File: src/rtl/sipo_pkg.sv
// Shared state encoding and default frame length for the SIPO frame controller.
package sipo_pkg;

    localparam int unsigned NBITS_DEFAULT = 8;

    typedef enum logic [1:0] {
        IDLE  = 2'd0,
        SHIFT = 2'd1,
        HOLD  = 2'd2
    } state_e;

endpackage

File: src/rtl/sipo_shift.sv
// NBITS-wide serial-in/parallel-out register: active-high async reset, active-low shift enable.
module sipo_shift #(
    parameter int unsigned NBITS = sipo_pkg::NBITS_DEFAULT
) (
    input  logic             clk,
    input  logic             rst_i,
    input  logic             en_n_i,
    input  logic             s_in_i,
    output logic [0:NBITS-1] p_o
);

    // New bit enters at index 0; the oldest bit drifts toward index NBITS-1.
    always_ff @(posedge clk or posedge rst_i) begin
        if (rst_i) begin
            p_o <= '0;
        end else if (!en_n_i) begin
            p_o <= {s_in_i, p_o[0:NBITS-2]};
        end
    end

endmodule

File: src/rtl/sipo_frame_ctrl.sv
// Frame capture controller: sequences one NBITS-bit serial frame into sipo_shift and holds it for a consumer.
module sipo_frame_ctrl
    import sipo_pkg::*;
#(
    parameter int unsigned NBITS = sipo_pkg::NBITS_DEFAULT
) (
    input  logic             clk,
    input  logic             RST_n,
    input  logic             start,
    input  logic             abort,
    input  logic             s_in,
    input  logic             ready,
    output logic [0:NBITS-1] p_out,
    output logic             valid,
    output logic             busy,
    output logic             overrun
);

    localparam int unsigned CNT_W = $clog2(NBITS);

    state_e           state_q, state_d;
    logic [CNT_W-1:0] cnt_q, cnt_d;
    logic             valid_q, valid_d;
    logic             busy_q, busy_d;
    logic             ovr_q, ovr_d;
    logic             shift_en_n;

    sipo_shift #(.NBITS(NBITS)) u_shift (
        .clk    (clk),
        .rst_i  (~RST_n),
        .en_n_i (shift_en_n),
        .s_in_i (s_in),
        .p_o    (p_out)
    );

    always_ff @(posedge clk or negedge RST_n) begin
        if (!RST_n) begin
            state_q <= IDLE;
            cnt_q   <= '0;
            valid_q <= 1'b0;
            busy_q  <= 1'b0;
            ovr_q   <= 1'b0;
        end else begin
            state_q <= state_d;
            cnt_q   <= cnt_d;
            valid_q <= valid_d;
            busy_q  <= busy_d;
            ovr_q   <= ovr_d;
        end
    end

    // Abort wins over everything and also suppresses the shift on its edge so p_out is retained.
    always_comb begin
        state_d    = state_q;
        cnt_d      = cnt_q;
        ovr_d      = ovr_q;
        shift_en_n = 1'b1;

        if (abort) begin
            state_d = IDLE;
            cnt_d   = '0;
            ovr_d   = 1'b0;
        end else begin
            unique case (state_q)
                IDLE: begin
                    if (start) begin
                        state_d = SHIFT;
                        cnt_d   = '0;
                    end
                end
                SHIFT: begin
                    shift_en_n = 1'b0;
                    if (start) begin
                        ovr_d = 1'b1;
                    end
                    if (cnt_q == CNT_W'(NBITS - 1)) begin
                        state_d = HOLD;
                        cnt_d   = '0;
                    end else begin
                        cnt_d = cnt_q + CNT_W'(1);
                    end
                end
                HOLD: begin
                    if (ready) begin
                        state_d = start ? SHIFT : IDLE;
                        cnt_d   = '0;
                    end else if (start) begin
                        ovr_d = 1'b1;
                    end
                end
                default: begin
                    state_d = IDLE;
                    cnt_d   = '0;
                end
            endcase
        end

        valid_d = (state_d == HOLD);
        busy_d  = (state_d == SHIFT);
    end

    assign valid   = valid_q;
    assign busy    = busy_q;
    assign overrun = ovr_q;

endmodule

File: config.mk
export PLATFORM = sky130hd
export DESIGN_NAME = sipo_frame_ctrl
export DESIGN_NICKNAME = d
export VERILOG_FILES = /design/src/rtl/sipo_pkg.sv /design/src/rtl/sipo_shift.sv /design/src/rtl/sipo_frame_ctrl.sv
export SDC_FILE = /design/constraint.sdc
export NUM_CORES = 1
export LEC_CHECK = 0
export ABC_AREA = 0
export CAP_MARGIN = 5
export CORE_MARGIN = 2
export CORE_UTILIZATION = 40
export DETAILED_ROUTE_END_ITERATION = 8
export MAX_ROUTING_LAYER = met4
export PLACE_DENSITY = 0.72
export SLEW_MARGIN = 20
export SYNTH_ARGS = -nofsm -noshare
export SYNTH_HDL_FRONTEND = slang
export SYNTH_HIERARCHICAL = 1
export SYNTH_SLANG_ARGS = --single-unit
File: constraint.sdc
create_clock -name clk -period 1.4 [get_ports clk]
set_input_delay 0.35 -clock clk [delete_from_list [all_inputs] [get_ports clk]]
set_output_delay 0.35 -clock clk [all_outputs]
set_load 0.005 [all_outputs]
Word-level counts from Yosys, hierarchy flattened
Cells that the tools add are included.

storage, ports and cells
  flip-flop bits (word level) = 16
  bits of input ports = 6
  output and inout port bits = 11
  word-level logic and storage cells = 36

operators by class
  add/subtract/negate cells = 1
  equality and inequality tests = 8
  mux-type cells = 17
  reduce and logical (&&, ||, !) cells = 4

operators by type and width
  operator                                                         number
  3-bit two-way mux                                                4
  3-bit != test, second input constant                             3
  3-bit one-hot mux with 3 select lines                            1
  2-bit two-way mux                                                4
  1-bit two-way mux                                                6
  2-bit one-hot mux with 3 select lines                            1
  2-bit by 1-bit == test with 1-bit output, second input constant  2
  2-bit == test, second input constant                             2
  2-bit AND reduction                                              2
  3-bit by 1-bit adder with 3-bit output, second input constant    1
  3-bit == test, second input constant                             1
  3-bit nonzero test                                               1
  2-bit zero test                                                  1
  1-bit one-hot mux with 2 select lines                            1

Depth between registers and ports, before layout
Gate-level depths: netlist (run 1).

  depth in word-level cells = 5
  depth in mapped cells = 4
  mapped depth without buffers = 4

Modules after synthesis
Netlist (run 1), hierarchy kept.

modules (own cells, without submodules)
  module           instances  cells an instance  area each (µm²)  seq. area each (µm²)
  sipo_frame_ctrl  1          32                 382.9            200.2
  sipo_shift       1          18                 335.3            200.2

Least setup slack after synthesis (run 1)
Ideal clock, no wire load.

  path kind = register to register
  start = reg cnt_q[0]
  end = reg busy_q (netlist: busy)
  setup time = 82 ps
  arrival = 1,354 ps
  data required time = 1,318 ps
  slack = -36 ps
  stages on the path, launching flop included = 5
  buffers on the path = 0
  period minus slack after synthesis = 1,436 ps
  cell sequence = dfrtp_1 ha_1 ha_1 or3b_2 a31oi_1

on the way
  cells in the longest elaborated chain, start to end = 5

RTL lines
  element                                   line                   source
  from (decl)                               sipo_frame_ctrl.sv:22  logic [CNT_W-1:0] cnt_q, cnt_d;
  from (signal assigned)                    sipo_frame_ctrl.sv:45  cnt_q <= cnt_d;
  3-bit == test                             sipo_frame_ctrl.sv:76  if (cnt_q == CNT_W'(NBITS - 1)) begin
  2-bit two-way mux                         sipo_frame_ctrl.sv:76
  2-bit one-hot mux with 3 select lines     sipo_frame_ctrl.sv:64  unique case (state_q)
  2-bit two-way mux                         sipo_frame_ctrl.sv:59  if (abort) begin
  2-bit by 1-bit == test with 1-bit output  sipo_frame_ctrl.sv:99  busy_d = (state_d == SHIFT);
  named net busy_d                          sipo_frame_ctrl.sv:24  logic busy_q, busy_d;
  to (signal assigned)                      sipo_frame_ctrl.sv:47  busy_q <= busy_d;
  to (decl)                                 sipo_frame_ctrl.sv:24

The timed path passes the listed nets, and every way through them passes these cells.
A chain may end at the register's enable or synchronous reset.

Final worst setup path (run 1)
  start = reg cnt_q[0]
  end = reg state_q[0]

on the way
  cells in the longest elaborated chain, start to end = 4

RTL lines
  element                                line                   source
  3-bit == test                          sipo_frame_ctrl.sv:76
  2-bit two-way mux                      sipo_frame_ctrl.sv:76
  2-bit one-hot mux with 3 select lines  sipo_frame_ctrl.sv:64
  2-bit two-way mux                      sipo_frame_ctrl.sv:59
  named net state_d[0]                   sipo_frame_ctrl.sv:21  state_e state_q, state_d;
  to (signal assigned)                   sipo_frame_ctrl.sv:44  state_q <= state_d;
  to (decl)                              sipo_frame_ctrl.sv:21

The timed path passes the listed nets, and every way through them passes these cells.

==> impl_results.md, run 1 <==
* Worst R2R Start: cnt_q[0]
* First-pass GRT wire length at approximately 2.5 mm
* Full die area at ~0.0022 mm2
* Crit path launch type: flop
* H-tree Lvls at 1
* Endpoints failing hold at 0
* Routed Antenna Nets at 0
* Crit path capture: state_q[0]
* Internal power at approximately 1.1 mW
* Sw frac at roughly a quarter
* Worst R2R Setup Slack at 0.03 ns
* PwrDens at 1420 mW/mm2
* Synth top area share at a little under three fifths
* Skew-Pair Late Insertion Delay at 0.28 ns
* Post-synth cell types at 16
* Max VDD drop at 0.774 mV
* Row cnt at 15
* GR Util All Layers at between 15 and 20%
* Syn avg cell area at 14.4 um2
* Port Buffers at 16
* Vias in the first global route at 530
* Hold-fix buffers, CTS at 0
* Inst Count DP at 99
* Pwr Total at 1.55 mW
* Util after Layout at 64.0%
* Top post-synthesis cells by area: dfrtp_1 (56%), mux2_4 (17%), a32o_1 (4.2%)
* Mapped Cells at 50
* Hold crit path type: primary input to asynchronous set/reset pin
* Antenna Cells at 0
* Clock tree buffer depth at 2
* Portion of total power attributed to the clock network at approximately 20%
* RSZ-0062 raised after global routing: yes
* CTS tree: yes
* Comb pwr share at about two fifths
* Clk slew on worst S/H paths at 0.10 ns
* Residual DRC at 0
* DP HPWL at 962 um
* Crit end category: flop
* Post-Syn Nets at slightly below 60
* Critical Path RT at 1.61 ns
* Minimum clock period at 1.37 ns
* Drt wl/cell at approximately 13 um
* Final period utilization at between 90% and 100%
* Clock buffer count from CTS at 3
* Reg2Reg Depth at 4
* P_leak at 0.552 nW
* Worst-path maximum fanout at 2
* Mapped cell area at 718 um2
* Count leader, synth: dfrtp_1
* Layout Cells excl Fill at 112
* Final setup viols at 0
* Largest net degree at the start of global routing at 10
* Final WL at roughly 1.4 mm
* Slew Limit Fails at 0
* Global route overflow at 0
* Core area at between 0.0015 and 0.002 mm2
* WS Path Type: flop to flop
* Cell accounting for the most synthesized area: dfrtp_1
* Sw Pwr at 0.398 mW
* TritonCTS sink count at 16
* Fin nets at 96
* Layout Skew at 0.00359 ns
* Total iterations of the first detailed-routing run at 2
* Area of the multi-input gates at around 330 um2
* Status: completed
* Reg power frac at 40.8%
* Max-slew headroom at between 70 and 80%
* FFs w/ async S/R, synth at 100%
* Die X at 46.4 um
* Fin Hold WS at 0.384 ns
* Sequential area share after synthesis at 55.7%
* Yosys reg bits at 16
* Clock Tree Root: clkbuf_4
* Fillers at 144
* Post-synth top cells: dfrtp_1 (16), mux2_4 (8), inv_1 (4)
* DRT iter0 DRCs at 7
* Placer Congestion at approximately 0.74
* R2R Path End: state_q[0]
* Via/cell ratio at 4.66
* DR vias at ~520
* Max Cap Violations at 0
* Initial Util at 42.1%
* Worst setup startpoint: cnt_q[0]
* Ratio of cells with drive above 1 in the final layout at 44.8%
* Ys flop type: dfrtp_1
* Area grow syn2layout at 52.3%
* Fmax at 0.732 GHz
* Post-synth EDFFs at 0
* Arrival time worst endpoint at 1.58 ns
* FF/Latch Area at between 400 and 500 um2
* Warnings from Yosys at 6
* Die height at between 40 and 50 um
* # IOs at 17
* Tightest Pin Transition at 0.316 ns
* Initial antenna violation count at 0
-- sequential cells by signal (all words and copies together), names as in the netlist --
| name | count |
|---|---|
| u_shift/p_o | 8 |
| busy | 1 |
| overrun | 1 |
| cnt_q | 3 |
| state_q | 2 |
| valid | 1 |
-- power groups by stage --
stage / Sequential [mW] / Combinational (mW) / Clock [mW]
3_5_place_dp: 0.676 / 0.486 / 0
6_report: 0.632 / 0.603 / 0.312
2_1_floorplan: 0.671 / 0.204 / 0
3_3_place_gp: 0.671 / 0.478 / 0
5_1_grt: 0.649 / 0.665 / 0.338
4_1_cts: 0.630 / 0.605 / 0.313
-- kinds of logic after synthesis --
kind of cell             synth area share [%]
flip-flops                               55.7
AND/OR/NAND/NOR                          9.58
buffers and inverters                    3.66
adder cells (fa/ha/maj)                  3.48
AO/OA/AOI/OAI                            9.41
multiplexers                             18.1
-- final cells by class --
| type | count | area share (%) |
|---|---|---|
| inverter | 4 | 1.37 |
| tap | 25 | 2.86 |
| timing repair buffer | 34 | 25.7 |
| multi-input combinational | 29 | 30.1 |
| clock buffer | 4 | 3.32 |
| sequential | 16 | 36.6 |
-- critical path, cell delays in order, from the launching register on --
cell and delay, ns:
dfrtp_1 0.40, ha_2 0.20, ha_4 0.15, or3b_4 0.38
a31oi_4 0.16
-- per-layer routing --
metal | wire length [um] | track usage [%]
met1 | 620 | 23.8
met2 | 750 | 25.0
met3 | 33 | 4.71
met4 | 10 | 6.86
met5 | 0 | -
-- placed cells by master (no fill, tap or decap), types with 2 or more instances in the layout --
cell | synthesis | layout
nand3b_1 | 2 | 2
clkdlybuf4s50_1 | 0 | 5
buf_4 | 0 | 18
mux2_4 | 8 | 8
dfrtp_1 | 16 | 16
a32o_1 | 3 | 3
a21oi_1 | 2 | 2
nor2_1 | 3 | 3
clkbuf_4 | 0 | 3
inv_1 | 4 | 3
dlygate4sd2_1 | 0 | 11
-- timing repair --
item | CTS | global route
gates resized for setup | 14 | 2
buffers inserted | 9 | 0
pin swaps | 1 | 0
setup endpoints to repair | 21 | 2
-- through the flow --
step | setup slack [ns] | setup TNS [ns] | area, um2
detailed placement | -0.330 | -3.26 | 973
global placement | -0.287 | -2.87 | 973
finish | 0.0342 | 0 | 1090
floorplan | 0.0149 | 0 | 726
CTS | 0.00430 | 0 | 1080
global route | 0.00129 | 0 | 1090
-- how the worst min path moves through the flow --
stage	startpoint	end	slack, ns
after CTS	RST_n	cnt_q[2]	0.39
after detailed placement	u_shift/p_o[7]	u_shift/p_o[7]	0.51
after global placement	u_shift/p_o[7]	u_shift/p_o[7]	0.50
after global routing	RST_n	cnt_q[2]	0.39
after floorplan	RST_n	busy	0.05
final	RST_n	cnt_q[2]	0.38
No activity file was read; power rests on OpenSTA's default activity.
==> run 2: changes to the inputs <==
Settings changed: CAP_MARGIN 5 to unset, HOLD_SLACK_MARGIN set to 0.03, PLACE_DENSITY 0.72 to 0.69.
Clock period 1.4 ns to 1.7 ns, I/O delays scaled along.
==> run 2 against run 1 <==
Net effect: utilization is 7.5 points lower; cell area shrank 12%; clock power is 20% lower; total power down 23%; sequential power fell by 12%; final cell count fell by 13%.
==> impl_results.md, run 2 (synthesis gave the netlist of run 1 again) <==
* PwrDens at 1230 mW/mm2 (-13%)
* Crit end category: primary output
* Initial Util at 42.1% (unchanged)
* Row cnt at 15 (unchanged)
* Internal power at 0.896 mW (-22%)
* GR Util All Layers at 14.9% (-2.7 points)
* Crit path launch type: flop
* Fin nets at 82 (-15%)
* Pwr Total at 1.19 mW (-23%)
* Clock buffer count from CTS at 3 (unchanged)
* Routed Antenna Nets at 0 (unchanged)
* Clk slew on worst S/H paths at 0.09 ns (about the same)
* Top Family by Delay on Critical Path: buffers and inverters
* Clock Tree Root: clkbuf_4
* RSZ-0062 raised after global routing: no
* Slew Limit Fails at 0 (unchanged)
* Residual DRC at 0 (unchanged)
* Fillers at 140 (-2.8%)
* Crit-path max cell delay at 0.51 ns (+0.11 ns)
* Max Cap Violations at 0 (unchanged)
* H-tree Lvls at 1 (unchanged)
* Max VDD drop at 0.492 mV (-36%)
* Core area at 0.00171 mm2 (unchanged)
* DRT iter0 DRCs at 9 (+2)
* Post-CTS Resized at 0 (-14)
* Arrival time worst endpoint at 1.19 ns (-0.39 ns)
* Tightest Pin Transition at 0.434 ns (+0.118 ns)
* Via/cell ratio at 4.96 (+6.4%)
* # IOs at 17 (unchanged)
* Worst-path maximum fanout at 3 (+1)
* TritonCTS sink count at 16 (unchanged)
* P_leak at 0.452 nW (-18%)
* Fin Hold WS at 0.442 ns (+0.0581 ns)
* Final setup viols at 0 (unchanged)
* Final period utilization at between 90% and 100%
* Antenna Cells at 0 (unchanged)
* Global route overflow at 0 (unchanged)
* Flip-flop count of the largest register after layout at 8 (unchanged)
* Area grow syn2layout at 34.3%
* Endpoints failing hold at 0 (unchanged)
* Port Buffers at 16 (unchanged)
* Hold crit path type: primary input to asynchronous set/reset pin
* CTS tree: yes
* Final WL at 1.27 mm (-10%)
* Worst path cell trace: clkdlybuf4s50_1
* Layout Skew at 0.00138 ns (-0.00222 ns)
* Final TNS setup at 0 ns (unchanged)
* Clock tree buffer depth at 2 (unchanged)
* Critical Path RT at 1.27 ns (-0.34 ns)
* Initial antenna violation count at 0 (unchanged)
* WS Path Type: flop to primary output
* Register name with the most flops: u_shift/p_o
* Die height at 46.4 um (unchanged)
* Largest net degree at the start of global routing at 10 (unchanged)
* Layout Cells excl Fill at 98 (-13%)
* Comb pwr share at 32.4% (-6.6 points)
* Reg power frac at 46.6% (+5.8 points)
* Die X at 46.4 um (unchanged)
* Hold-fix buffers, CTS at 0 (unchanged)
* Sw frac at 24.5% (-1.2 points)
* First-pass GRT wire length at 2.09 mm (-16%)
* Skew-Pair Late Insertion Delay at 0.28 ns (about the same)
* Max-slew headroom at 71.0% (-7.9 points)
* Ratio of cells with drive above 1 in the final layout at 27.4% (-17 points)
* Vias in the first global route at 468 (-12%)
* Total iterations of the first detailed-routing run at 4 (+2)
* Full die area at 0.00215 mm2 (unchanged)
* Commonest non-fill, non-tap cells in the layout: dfrtp_1 (16), clkdlybuf4s50_1 (16), mux2_4 (8)
* CP bufs+invs at 1 (+1)
* DR vias at 486 (-6.9%)
* Largest regs: u_shift/p_o: 8 flops, cnt_q: 3 flops, state_q: 2 flops
* CP max stage cell: clkdlybuf4s50_1
* Setup Buffers After CTS at 0 (-9)
* Fmax at slightly above 0.6 GHz
* Drt wl/cell at 12.9 um (+2.3%)
* Portion of total power attributed to the clock network at 21.0% (+0.8 points)
* Inst Count DP at 94 (-5.1%)
* Util after Layout at 56.5% (-7.5 points)
* Placer Congestion at 0.724 (-2.3%)
* Status: completed
* Minimum clock period at 1.61 ns
* Sw Pwr at 0.291 mW (-27%)
==> run 2: cell types whose count changed in the layout (fill, tap and decap cells not counted), sizes merged <==
cell,change
dlygate4sd2,-11
clkdlybuf4s50,+11
buf,-14
==> run 2: worst reg2reg max path: cells and delay by family, from the launching register on <==
kind	cells	cell delay [ns]
flops	1	0.41
fa+ha+maj	2	0.41
simple gates	1	0.46
compound gates	1	0.19
==> run 2: metrics by stage <==
step                setup slack (ns)  area, um2
floorplan                      0.264        718
CTS                           0.0773        965
global route                  0.0111        965
finish                        0.0897        965
global placement              -0.132        928
detailed placement            -0.173        928
==> run 2: per-layer routing <==
| metal | global-route usage, % | part of all wire, % | vias to the layer above | wire (um) |
|---|---|---|---|---|
| li1 | - | - | 231 | - |
| met1 | 17.4 | 45 | 246 | 565 |
| met3 | 3.53 | 2.9 | 2 | 37 |
| met4 | 8.57 | 0.95 | 0 | 12 |
| met5 | - | 0 | - | 0 |
| met2 | 23.3 | 51 | 7 | 651 |
==> run 2: worst paths after layout <==
path	endpoint	from	slack (ns)	depth (start not counted)
worst max register to register	busy	cnt_q[0]	0.15	4
max in group asynchronous	u_shift/p_o[4]	RST_n	0.97	3
worst min-delay path	cnt_q[2]	RST_n	0.44	2
worst min register to register	u_shift/p_o[7]	u_shift/p_o[7]	0.53	1
min in group clk	u_shift/p_o[7]	u_shift/p_o[7]	0.53	1
worst max-delay path	p_out[0]	u_shift/p_o[0]	0.09	1
==> run 2: area by class of cell <==
| cell class | instances | area [um2] | area share (%) |
|---|---|---|---|
| flip-flops and latches | 16 | 400 | 41.5 |
| multi-input cells | 29 | 292 | 30.2 |
| repair buffers | 20 | 190 | 19.7 |
| clock buffers | 4 | 36.3 | 3.76 |
| well taps | 25 | 31.3 | 3.24 |
| inverters | 4 | 15.0 | 1.56 |
==> run 2: power by group through the flow <==
stage                     clock [mW]  sequential, mW  combinational, mW
after floorplan                    0           0.552              0.167
after global placement             0           0.555              0.382
after detailed placement           0           0.562              0.390
after CTS                      0.255           0.556              0.390
after global routing           0.271           0.567              0.417
final                          0.249           0.553              0.385
